`config.mk`:
```
export PLATFORM = sky130hd
export DESIGN_NAME = reset_sequencer
export DESIGN_NICKNAME = d
export VERILOG_FILES = /design/src/rtl/reset_sequencer.sv
export SDC_FILE = /design/constraint.sdc
export NUM_CORES = 1
export LEC_CHECK = 0
export ABC_AREA = 1
export CAP_MARGIN = 10
export CORE_MARGIN = 2
export CORE_UTILIZATION = 30
export CTS_CLUSTER_SIZE = 25
export DETAILED_ROUTE_END_ITERATION = 16
export PLACE_DENSITY = 0.54
export SYNTH_ARGS = -nofsm -noshare
export SYNTH_HDL_FRONTEND = slang
export SYNTH_SLANG_ARGS = --single-unit
```
`constraint.sdc`:
```
create_clock -name clk_i -period 1.6 [get_ports clk_i]
set_input_delay 0.24 -clock clk_i [delete_from_list [all_inputs] [get_ports clk_i]]
set_output_delay 0.24 -clock clk_i [all_outputs]
set_load 0.02 [all_outputs]
```
`src/rtl/reset_sequencer.sv`:
```
// Purpose: power-on / software reset sequencer driving N thermometer-coded active-low domain resets.
// Latency: rstn_o[0] releases SYNC_STAGES+1+STRETCH_CYCLES edges after arstn_i rises, then one domain per STEP_CYCLES.
// Backpressure: none; sw_rst_req_i is a level honoured only in RUN, answered by a one-cycle sw_rst_ack_o pulse.
//
// Ports:
//   clk_i         shared clock for all domains
//   arstn_i       board-level async active-low reset (assert async, release synchronised here)
//   sw_rst_req_i  software reset request level, synchronous to clk_i
//   sw_rst_ack_o  one-cycle pulse when the software reset hold ends and re-release begins
//   rstn_o        per-domain active-low resets, bit 0 released first and asserted last
//   ready_o       high only while every domain is released (RUN)
//   state_o       current FSM state: 0 RESET, 1 STRETCH, 2 RELEASE, 3 RUN, 4 ASSERT, 5 HOLD

module reset_sequencer #(
   parameter int N_DOMAINS      = 4,
   parameter int SYNC_STAGES    = 2,
   parameter int STRETCH_CYCLES = 16,
   parameter int STEP_CYCLES    = 8
) (
   input  logic                 clk_i,
   input  logic                 arstn_i,
   input  logic                 sw_rst_req_i,
   output logic                 sw_rst_ack_o,
   output logic [N_DOMAINS-1:0] rstn_o,
   output logic                 ready_o,
   output logic [2:0]           state_o
);

   localparam int MAX_CYCLES = (STRETCH_CYCLES > STEP_CYCLES) ? STRETCH_CYCLES : STEP_CYCLES;
   localparam int CW         = $clog2(MAX_CYCLES + 1);

   // Counter reload values: a phase of L cycles counts L-1 down to 0 and acts on the edge that sees 0.
   localparam logic [CW-1:0] STRETCH_LOAD = CW'(STRETCH_CYCLES - 1);
   localparam logic [CW-1:0] STEP_LOAD    = CW'(STEP_CYCLES - 1);
   localparam logic [CW-1:0] CNT_ONE      = CW'(1);

   typedef enum logic [2:0] {
      ST_RESET   = 3'd0,
      ST_STRETCH = 3'd1,
      ST_RELEASE = 3'd2,
      ST_RUN     = 3'd3,
      ST_ASSERT  = 3'd4,
      ST_HOLD    = 3'd5
   } state_t;

   state_t                 state;
   logic [CW-1:0]          cnt;
   logic [SYNC_STAGES-1:0] sync_q;
   logic                   arstn_sync;
   logic [N_DOMAINS-1:0]   rel_nxt;
   logic [N_DOMAINS-1:0]   asrt_nxt;

   // Release synchroniser: clears asynchronously with arstn_i, then shifts ones in so
   // arstn_sync rises on the SYNC_STAGES-th edge after arstn_i goes high.
   always_ff @(posedge clk_i or negedge arstn_i) begin
      if (!arstn_i) begin
         sync_q <= '0;
      end else begin
         sync_q <= {sync_q[SYNC_STAGES-2:0], 1'b1};
      end
   end

   assign arstn_sync = sync_q[SYNC_STAGES-1];

   // rstn_o is kept thermometer-coded, so releasing the next domain is a shift-in of a one
   // at the bottom and asserting the highest released domain is a logical shift right.
   // Both forms work unchanged for a single domain.
   always_comb begin
      rel_nxt    = rstn_o << 1;
      rel_nxt[0] = 1'b1;
      asrt_nxt   = rstn_o >> 1;
   end

   always_ff @(posedge clk_i or negedge arstn_i) begin
      if (!arstn_i) begin
         state        <= ST_RESET;
         cnt          <= '0;
         rstn_o       <= '0;
         ready_o      <= 1'b0;
         sw_rst_ack_o <= 1'b0;
      end else begin
         sw_rst_ack_o <= 1'b0;
         case (state)
            ST_RESET: begin
               if (arstn_sync) begin
                  state <= ST_STRETCH;
                  cnt   <= STRETCH_LOAD;
               end
            end

            // All domains held; the edge that sees the counter at zero releases domain 0.
            ST_STRETCH: begin
               if (cnt == '0) begin
                  rstn_o <= rel_nxt;
                  state  <= ST_RELEASE;
                  cnt    <= STEP_LOAD;
               end else begin
                  cnt <= cnt - CNT_ONE;
               end
            end

            // Once the top domain is out of reset, spend exactly one more edge before RUN.
            ST_RELEASE: begin
               if (rstn_o[N_DOMAINS-1]) begin
                  state   <= ST_RUN;
                  ready_o <= 1'b1;
               end else if (cnt == '0) begin
                  rstn_o <= rel_nxt;
                  cnt    <= STEP_LOAD;
               end else begin
                  cnt <= cnt - CNT_ONE;
               end
            end

            // The request edge itself asserts the top domain; with one domain that is
            // already the last one, so the sequence goes straight to HOLD.
            ST_RUN: begin
               if (sw_rst_req_i) begin
                  ready_o <= 1'b0;
                  rstn_o  <= asrt_nxt;
                  cnt     <= STEP_LOAD;
                  state   <= (asrt_nxt == '0) ? ST_HOLD : ST_ASSERT;
               end
            end

            ST_ASSERT: begin
               if (cnt == '0) begin
                  rstn_o <= asrt_nxt;
                  cnt    <= STEP_LOAD;
                  if (asrt_nxt == '0) begin
                     state <= ST_HOLD;
                  end
               end else begin
                  cnt <= cnt - CNT_ONE;
               end
            end

            // Every domain in reset for STEP_CYCLES; the closing edge acknowledges and
            // re-enters the same stretch/release path used after power-on.
            ST_HOLD: begin
               if (cnt == '0) begin
                  sw_rst_ack_o <= 1'b1;
                  state        <= ST_STRETCH;
                  cnt          <= STRETCH_LOAD;
               end else begin
                  cnt <= cnt - CNT_ONE;
               end
            end

            default: begin
               state   <= ST_RESET;
               cnt     <= '0;
               rstn_o  <= '0;
               ready_o <= 1'b0;
            end
         endcase
      end
   end

   assign state_o = state;

endmodule
```
==> out/metrics.csv <==
metric,value,unit
status,completed,
numClockSinks,16,
hold_viol,0,
syn-cell-area,1070,µm²
clkTransAtPathRegs,0.10,ns
wl,2.18,mm
syn_to_final_growth,19.5,%
finalSetupViolations,0,
via_per_inst,4.52,
design_area,1280,µm²
port_buffers,11,
worstPathRequired,1.36,ns
async_reset_ff_frac,1.00,
cts_buffer_depth,2,
r2r_slack,0.15,ns
yosys.area.top_type,dfrtp_1,
swShare,0.515,
fp.dieH,63.7,µm
start_kind,flop,
final_util,0.377,
overflow,0,
slowest_delay,0.61,ns
multiInputGateArea,593,µm²
worstPathBufferInverterCount,1,
core-area,3390,µm²
post-cts-setup-buffer-count,0,
pwr-share-seq,0.286,
period_share,0.942,
p_leak,0.000695,µW
vias,914,
grt_pass1_vias,865,
synth_nets,145,
crit_type,flop to primary output,
power.internal,1200,µW
rows,21,
yosys.area.top_type_share,0.374,
synthesis.instances,141,
die_area,4060,µm²
fin_crit,1.51,ns
cts_tree,yes,
h-tree-depth,1,
crit_fanout,3,
placed_cell_area,1240,µm²
hold_path_class,input pin to async pin,
maxCapViolations,0,
finClkSkew,0.00500,ns
diodes,0,
p_clk_frac,0.086,
grt_max_degree,17,
syn-mean-instance-area,7.59,µm²
fin_tns_setup,0,ns
whs,0.267,ns
fmax,664,MHz
gp_congestion,0.814,
ys_seq_area_frac,0.374,
clock_latency,0.28,ns
dp_hpwl,1.70,mm
drc,0,
fp.dieW,63.7,µm
drive_above_1_share,0.218,
ctsHoldBuffers,0,
first_iter_violations,21,
track_usage,0.121,
ios,12,
cp-end-kind,primary output,
cts_root_buf,clkbuf_4,
p_per_area,1940,nW/µm²
comb_power_share,0.628,
synth_warnings,0,
antenna_found_initial,0,
synth_edf_count,0,
arrival,1.27,ns
path_cells,clkdlybuf4s50_1,
slowest_stage,clkdlybuf4s50_1,
crit_family,buffers and inverters,
grt_first_pass_wirelength,3.82,mm
postRouteAntennaNets,0,
rsz0062_at_grt,false,
yosys-top-cells-area,"dfrtp_1, nand2_1, nand3_1",
finalMaxSlewViolations,0,
seq_area,404,µm²
p_switching,1280,µW
final_nets,162,
synth_flop_cell,dfrtp_1,
ir_drop,0.000930,V
numCtsBuffers,3,
post_drt_wl_per_cell,10.8,µm
dr.pass1.iters,4,
initial_utilization,0.316,
synth-seq-cells,16,
nFillCells,355,
yosys.cell_types.count,28,
## registers in the layout (all words and copies together) (netlist names)
name / flops
cnt: 5
state_o: 3
rstn_o: 4
ready_o: 1
sync_q: 2
sw_rst_ack_o: 1
## metrics by stage
stage	cells	total power, µW	worst slack, ns
2_1_floorplan	141	1910	0.213
3_3_place_gp	199	2270	0.125
3_5_place_dp	199	2280	0.0862
4_1_cts	202	2490	0.0276
5_1_grt	202	2750	0.00984
6_report	202	2480	0.0931
## cells by family after synthesis
| kind of cell | Yosys count | share of synthesized area |
|---|---|---|
| xor gates and xnor gates | 1 | 0.00819 |
| other | 1 | 0.00351 |
| and+or+nand+nor | 92 | 0.451 |
| AOI/OAI and AO/OA | 10 | 0.0702 |
| buffers and inverters | 20 | 0.0807 |
| DFF | 16 | 0.374 |
| adders and majority gates | 1 | 0.0117 |
## routing by layer
layer | vias up | wire, µm | track usage
li1 | 478 | - | -
met1 | 419 | 1110 | 0.162
met2 | 13 | 994 | 0.191
met3 | 4 | 46 | 0.0214
met4 | 0 | 28 | 0.0489
met5 | - | 0 | 0
## cell type report
type,instances,area share
Timing Repair Buffer,13,0.0959
Clock buffer,3,0.0176
Tap cell,46,0.0450
Sequential cell,16,0.316
Inverter,19,0.0616
Multi-Input combinational cell,105,0.464
## path summary, 6_finish.rpt
kind,to,cells after the start,start
hold / removal,cnt[4],2,arstn_i
max in group asynchronous,state_o[2],2,arstn_i
setup reg to reg,state_o[2],7,cnt[0]
min in group clk_i,sync_q[1],0,sync_q[0]
setup / recovery,rstn_o[0],1,rstn_o[0]
hold reg to reg,sync_q[1],0,sync_q[0]
## Yosys cell counts (2+ instances only)
cell type / instances
nand2_1: 52
dfrtp_1: 16
inv_1: 14
nand3_1: 12
nor2_1: 6
nand2_2: 5
nand3_2: 5
inv_2: 3
nand2_4: 3
nand4_1: 3
o211ai_1: 3
nor2_4: 2
o21ai_0: 2
## cells in the final DEF (no fill, tap or decap), drive strengths merged, types with 4 or more instances in the layout
cell type | Yosys | routed
nand3 | 18 | 18
dlygate4sd2 | 0 | 4
clkdlybuf4s50 | 0 | 6
nand2 | 60 | 60
dfrtp | 16 | 16
inv | 19 | 19
nor2 | 9 | 9
## power by group through the flow
stage               Sequential (µW)  Combinational [µW]  Clock, µW
detailed placement              710                1570          0
floorplan                       736                1180          0
global placement                710                1560          0
CTS                             708                1550        228
finish                          710                1560        214
global route                    732                1760        255
## what timing repair did
action,in CTS,in global routing
resized for setup,7,3
setup endpoints to repair,4,7
pin swaps,0,1
Note: power is estimated with default switching activity, not from simulation.
